`config.mk`:
```
export PLATFORM = sky130hd
export DESIGN_NAME = operand_skid_buffer
export DESIGN_NICKNAME = d
export VERILOG_FILES = /design/src/rtl/operand_skid_buffer_pkg.sv /design/src/rtl/operand_skid_buffer.sv
export SDC_FILE = /design/constraint.sdc
export NUM_CORES = 1
export LEC_CHECK = 0
export ABC_AREA = 1
export CAP_MARGIN = 20
export CORE_AREA = 2 2 39 41
export CTS_CLUSTER_DIAMETER = 30
export DETAILED_ROUTE_END_ITERATION = 6
export DIE_AREA = 0 0 41 43
export GPL_TIMING_DRIVEN = 0
export PLACE_DENSITY = 0.73
export REMOVE_ABC_BUFFERS = 1
export SETUP_SLACK_MARGIN = 0.4
export SYNTH_ARGS = -nofsm -noshare
export SYNTH_HDL_FRONTEND = slang
export SYNTH_SLANG_ARGS = --single-unit
```
`constraint.sdc`:
```
create_clock -name clk -period 1 [get_ports clk]
set_clock_uncertainty 0.05 [all_clocks]
set_input_delay 0.25 -clock clk [delete_from_list [all_inputs] [get_ports clk]]
set_output_delay 0.25 -clock clk [all_outputs]
set_load 0.02 [all_outputs]
```
`src/rtl/operand_skid_buffer_pkg.sv`:
```
// Shared packing of the {sel, ina, inb} operand bundle; the issue logic packs bundles the same way.
package operand_skid_buffer_pkg;

  function automatic int payload_w(input int width);
    return 1 + 2 * width;
  endfunction

  // sel sits above both operands; ina above inb.
  function automatic int sel_pos(input int width);
    return 2 * width;
  endfunction

  function automatic int ina_lo(input int width);
    return width;
  endfunction

  localparam int INB_LO = 0;

endpackage

```
`src/rtl/operand_skid_buffer.sv`:
```
// Registered valid/ready stage in front of the 2:1 operand mux, with a main and a skid entry
// so that full throughput is kept while in_ready comes straight from a flop.
module operand_skid_buffer
  import operand_skid_buffer_pkg::*;
#(
  parameter int WIDTH = 1
) (
  input  logic             clk,
  input  logic             rst,
  input  logic             flush,
  input  logic             in_valid,
  output logic             in_ready,
  input  logic             in_sel,
  input  logic [WIDTH-1:0] in_ina,
  input  logic [WIDTH-1:0] in_inb,
  output logic             out_valid,
  input  logic             out_ready,
  output logic             out_sel,
  output logic [WIDTH-1:0] out_ina,
  output logic [WIDTH-1:0] out_inb,
  output logic [1:0]       occupancy
);

  localparam int PW  = payload_w(WIDTH);
  localparam int SEL = sel_pos(WIDTH);
  localparam int INA = ina_lo(WIDTH);

  logic [PW-1:0] in_pld;
  logic [PW-1:0] main_nxt;
  logic [PW-1:0] main_pld_p1;
  logic [PW-1:0] skid_pld_p1;
  logic          main_vld_p1;
  logic          skid_vld_p1;
  logic          in_ready_p1;
  logic [1:0]    occ_p1;

  logic          accept;
  logic          main_open;
  logic          main_load;
  logic          skid_load;
  logic          main_vld_nxt;
  logic          skid_vld_nxt;
  logic [1:0]    occ_nxt;

  always_comb begin
    in_pld                  = '0;
    in_pld[SEL]             = in_sel;
    in_pld[INA +: WIDTH]    = in_ina;
    in_pld[INB_LO +: WIDTH] = in_inb;
  end

  // Main is free to load when it is empty or being popped this edge; the skid
  // entry always drains into main before a new input is allowed to.
  always_comb begin
    accept       = in_valid & in_ready_p1;
    main_open    = ~main_vld_p1 | out_ready;
    main_load    = main_open & (skid_vld_p1 | accept);
    skid_load    = accept & (~main_open | skid_vld_p1);
    main_nxt     = skid_vld_p1 ? skid_pld_p1 : in_pld;
    main_vld_nxt = main_open ? (skid_vld_p1 | accept) : 1'b1;
    skid_vld_nxt = main_open ? (skid_vld_p1 & accept) : (skid_vld_p1 | accept);
    occ_nxt      = {1'b0, main_vld_nxt} + {1'b0, skid_vld_nxt};
  end

  // p1: main/skid entries and registered handshake/occupancy
  always_ff @(posedge clk) begin
    if (rst) begin
      main_vld_p1 <= 1'b0;
      skid_vld_p1 <= 1'b0;
      in_ready_p1 <= 1'b1;
      occ_p1      <= 2'd0;
      main_pld_p1 <= '0;
      skid_pld_p1 <= '0;
    end else if (flush) begin
      main_vld_p1 <= 1'b0;
      skid_vld_p1 <= 1'b0;
      in_ready_p1 <= 1'b1;
      occ_p1      <= 2'd0;
    end else begin
      main_vld_p1 <= main_vld_nxt;
      skid_vld_p1 <= skid_vld_nxt;
      in_ready_p1 <= ~skid_vld_nxt;
      occ_p1      <= occ_nxt;
      if (main_load) main_pld_p1 <= main_nxt;
      if (skid_load) skid_pld_p1 <= in_pld;
    end
  end

  assign in_ready  = in_ready_p1;
  assign out_valid = main_vld_p1;
  assign out_sel   = main_pld_p1[SEL];
  assign out_ina   = main_pld_p1[INA +: WIDTH];
  assign out_inb   = main_pld_p1[INB_LO +: WIDTH];
  assign occupancy = occ_p1;

endmodule
```
* Word level (Yosys, flattened, before mapping)
Cells that the tools add are included.
W data, S select, Z words.
** Storage, ports and cells
- Register bits after elaboration :: 11
- Word-level logic and storage cells :: 24
- Output and inout bits :: 7
- Input port bits :: 8
** Operators by class
- Reductions and logical operators :: 3
- $add $sub $neg :: 1
- Mux-type cells :: 3
- Bitwise logic cells :: 11
** Operators by type and width (number)
- $and A1 B1 Y1 :: 4
- $not A1 Y1 :: 4
- $reduce_and A2 Y1 :: 2
- $mux W3 :: 1
- $or A1 B1 Y1 :: 3
- $add A1 B1 Y2 :: 1
- $mux W1 :: 2
- $reduce_or A2 Y1 :: 1

* Depth between registers and ports, before layout
- Depth in word-level cells :: 6
- Gate-level depth with buffers :: 7
- Depth with buffers taken out :: 7

* Worst setup path before layout
No wires, ideal clock.
- Kind :: reg-to-reg
- Start point :: register main_vld_p1 (netlist: out_valid)
- End point :: register skid_pld_p1[0]
- Cell stages (with the launch flop) :: 7
- Library setup time :: 0.064 ns
- Arrival :: 0.944 ns
- Data required time :: 0.886 ns
- Period minus slack after synthesis :: 1.058 ns
- Buffers on the path :: 0
- Path slack :: -0.058 ns
- Cells stage by stage :: dfxtp_1 nand2_1 nand2_2 nand3_2 nand2_1 inv_1 nor2_1
** On the way
- Cells in the longest elaborated chain, start to end :: 6
** RTL lines
- from (decl) :: line operand_skid_buffer.sv:32 : logic main_vld_p1;
- from (signal assigned) :: line operand_skid_buffer.sv:80 : main_vld_p1 <= main_vld_nxt;
- $not A1 Y1 :: line operand_skid_buffer.sv:56 : main_open = ~main_vld_p1 | out_ready;
- $or A1 B1 Y1 :: line operand_skid_buffer.sv:56
- $not A1 Y1 :: line operand_skid_buffer.sv:58 : skid_load = accept & (~main_open | skid_vld_p1);
- $or A1 B1 Y1 :: line operand_skid_buffer.sv:58
- $and A1 B1 Y1 :: line operand_skid_buffer.sv:58
- $reduce_and A2 Y1 (no source line)
- to (signal assigned) :: line operand_skid_buffer.sv:85 : if (skid_load) skid_pld_p1 <= in_pld;
- to (decl) :: line operand_skid_buffer.sv:31 : logic [PW-1:0] skid_pld_p1;
No other way between the ends.
A chain may end at the register's enable or synchronous reset.

* Worst setup path after layout
- Start point :: register main_vld_p1 (netlist: out_valid)
- End point :: output out_valid
** RTL lines
- to (decl) :: line operand_skid_buffer.sv:16 : output logic out_valid,
No word-level cell between the ends.

==> results.toml <==
[flow_run]
max_cap_violations = 0

[power_and_ir_drop]
power_frac_comb = 0.173
swShare = 0.260
p_sw_uw = 241
power.share.clock = 0.327
p_seq_frac = 0.500
peakVddDrop_uv = 942
leakage_nw = 0.407
p_int_uw = 687
power_density_nw_per_um2 = 1200

[synth]
netlist_instances = 75
synth_cell_type_count = 11
ys_ff_latch = 11
seq_area_frac_synth = 0.439
yosysWarnings = 0
synth_area_sq_um = 502
syn_area_per_cell_sq_um = 6.69

[setup_path]
worst_setup_path_start_kind = "flip-flop"
critPathMaxFanout = 2
worst_setup_path_end_kind = "output pin"
crit_type = "flip-flop to output pin"
critical_path.top_delay_family = "flip-flops"
cp_num_cells = 1
cpPeakStageDelay_ns = 0.35
cp_cell_sequence = "buf_6"
cp.buffers_inverters = 1
arrival_ns = 0.73
cp_slowest_cell = "dfxtp_2"
crit_required_ns = 0.70
r2r_cells = 6

[placed_design]
post-dp-hpwl_um = 759
port_buffers = 14
place_inst = 105
dpl_worst_slack_ns = -0.421
gp_congestion = 0.781

[timing]
final.setup.worst_slack_ns = -0.0295
finalHoldViolCount = 0
tightest_slew_ns = 0.206
min_period_over_period = 1.03
final-max-slew-violation-count = 0
rsz0062_at_grt = "true"
period_minus_slack_ns = 1.03
slew_headroom = 0.862
fmax_mhz = 971
final-setup-viol-count = 6
holdWs_ns = 0.358

[status]
violations = "setup timing"
outcome = "complete, but fails checks"

[worst_hold_path]
holdPathStages = 3
hp-class = "primary input to flip-flop"

[drt]
via_per_inst = 4.42
wl_per_cell_um = 9.12
ant_nets = 0
route.vias.total = 500
wl_um = 1030
first_iter_violations = 9
drt_first_pass_iters = 4
drcViolationCount = 0

[cells_and_area]
diodes = 0
nets = 106
mostFrequentLayoutCells = "inv_1 (17), nand2_1 (16), nor2_1 (10)"
synthToLayoutAreaGrowth_pct = 54.4
final_common_cell = "inv_1"
drive_above_1_share = 0.392
final-instance-count-excl-fill = 113

[floorplan]
num_io_pins = 15
fp.dieArea_sq_um = 1760
core_area_sq_um = 1380
row_count = 14
start_util = 0.363
die_h_um = 43
fp.dieW_um = 41

[clock_network]
root_buffer = "clkbuf_4"
cts_tree = "done"
clkTransAtPathRegs_ns = 0.07
cts.path.max_buffers = 2
cts_inserted_buffers = 3
cts.sinks = 11
h-tree-depth = 1
worstSkewPairLatency_ns = 0.27

[global_route]
grt_usage = 0.149
grt_overflow = 0
antenna_found_initial = 0
grt_max_degree = 7
grt_pass1_vias = 461
grt_pass1_wl_um = 1700
[power groups by stage]
stage	clock network, mW	logic [mW]	registers (mW)
after CTS	0.319	0.160	0.464
after global placement	0	0.138	0.471
after floorplan	0	0.0586	0.487
after global routing	0.340	0.176	0.466
final	0.303	0.161	0.464
after detailed placement	0	0.140	0.472
[layout make-up]
class,count,area [sq um]
tap,16,20.0
clock buffer,4,26.3
multi-input combinational,43,235
fill,134,609
timing repair buffer,18,179
inverter,21,81.3
sequential,11,233
[synth_stat cells]
library cell | instances | share of area
nand2_2 | 3 | 0.037
nand4_1 | 3 | 0.037
nand2_1 | 19 | 0.14
dfxtp_1 | 11 | 0.44
nand3_2 | 1 | 0.020
nand3_4 | 1 | 0.035
o21ai_0 | 4 | 0.040
inv_2 | 1 | 0.0075
nor2_1 | 11 | 0.082
inv_1 | 20 | 0.15
nand3_1 | 1 | 0.010
[layer usage]
| metal | up-vias | GRT usage | wire length, um | share of wire |
|---|---|---|---|---|
| met5 | - | 0 | 0 | 0 |
| li1 | 261 | - | - | - |
| met1 | 218 | 0.163 | 418 | 0.41 |
| met2 | 17 | 0.206 | 513 | 0.50 |
| met3 | 4 | 0.0576 | 67 | 0.065 |
| met4 | 0 | 0.140 | 32 | 0.031 |
[sequential cells by signal (all words and copies together), names as in the netlist]
| name | cells |
|---|---|
| main_pld_p1 | 3 |
| skid_pld_p1 | 3 |
| occupancy | 2 |
| in_ready | 1 |
| out_valid | 1 |
| skid_vld_p1 | 1 |
[cells by family (layout without fill, tap and decap cells)]
kind of cell    after synthesis  after routing  share of synthesized area
compound gates                4              4                     0.0399
buf+inv                      21             43                      0.157
flops                        11             11                      0.439
simple gates                 39             39                      0.364
[final timing paths]
| kind | start | endpoint | slack (ns) |
|---|---|---|---|
| setup / recovery | out_valid | out_valid | -0.03 |
| hold / removal | flush | in_ready | 0.36 |
| setup reg to reg | out_valid | skid_pld_p1[2] | 0.02 |
| hold reg to reg | skid_pld_p1[1] | skid_pld_p1[1] | 0.47 |
[metrics by stage]
stage	power [mW]	instance area [sq um]	TNS, ns	utilization
final	0.928	774	-0.0916	0.560
after global routing	0.982	774	-0.542	0.560
after CTS	0.943	767	-0.180	0.554
after detailed placement	0.612	662	-5.67	0.478
after global placement	0.609	662	-5.56	0.478
after floorplan	0.546	502	-0.350	-
[timing repair]
item	in CTS	in global routing
buffers inserted	4	0
setup endpoints to repair	18	18
hold buffers	0	0
gates cloned	0	0
gates resized for setup	69	2
endpoints found under the hold margin	0	0
pin swaps	9	1
No activity file was read; power rests on OpenSTA's default activity.
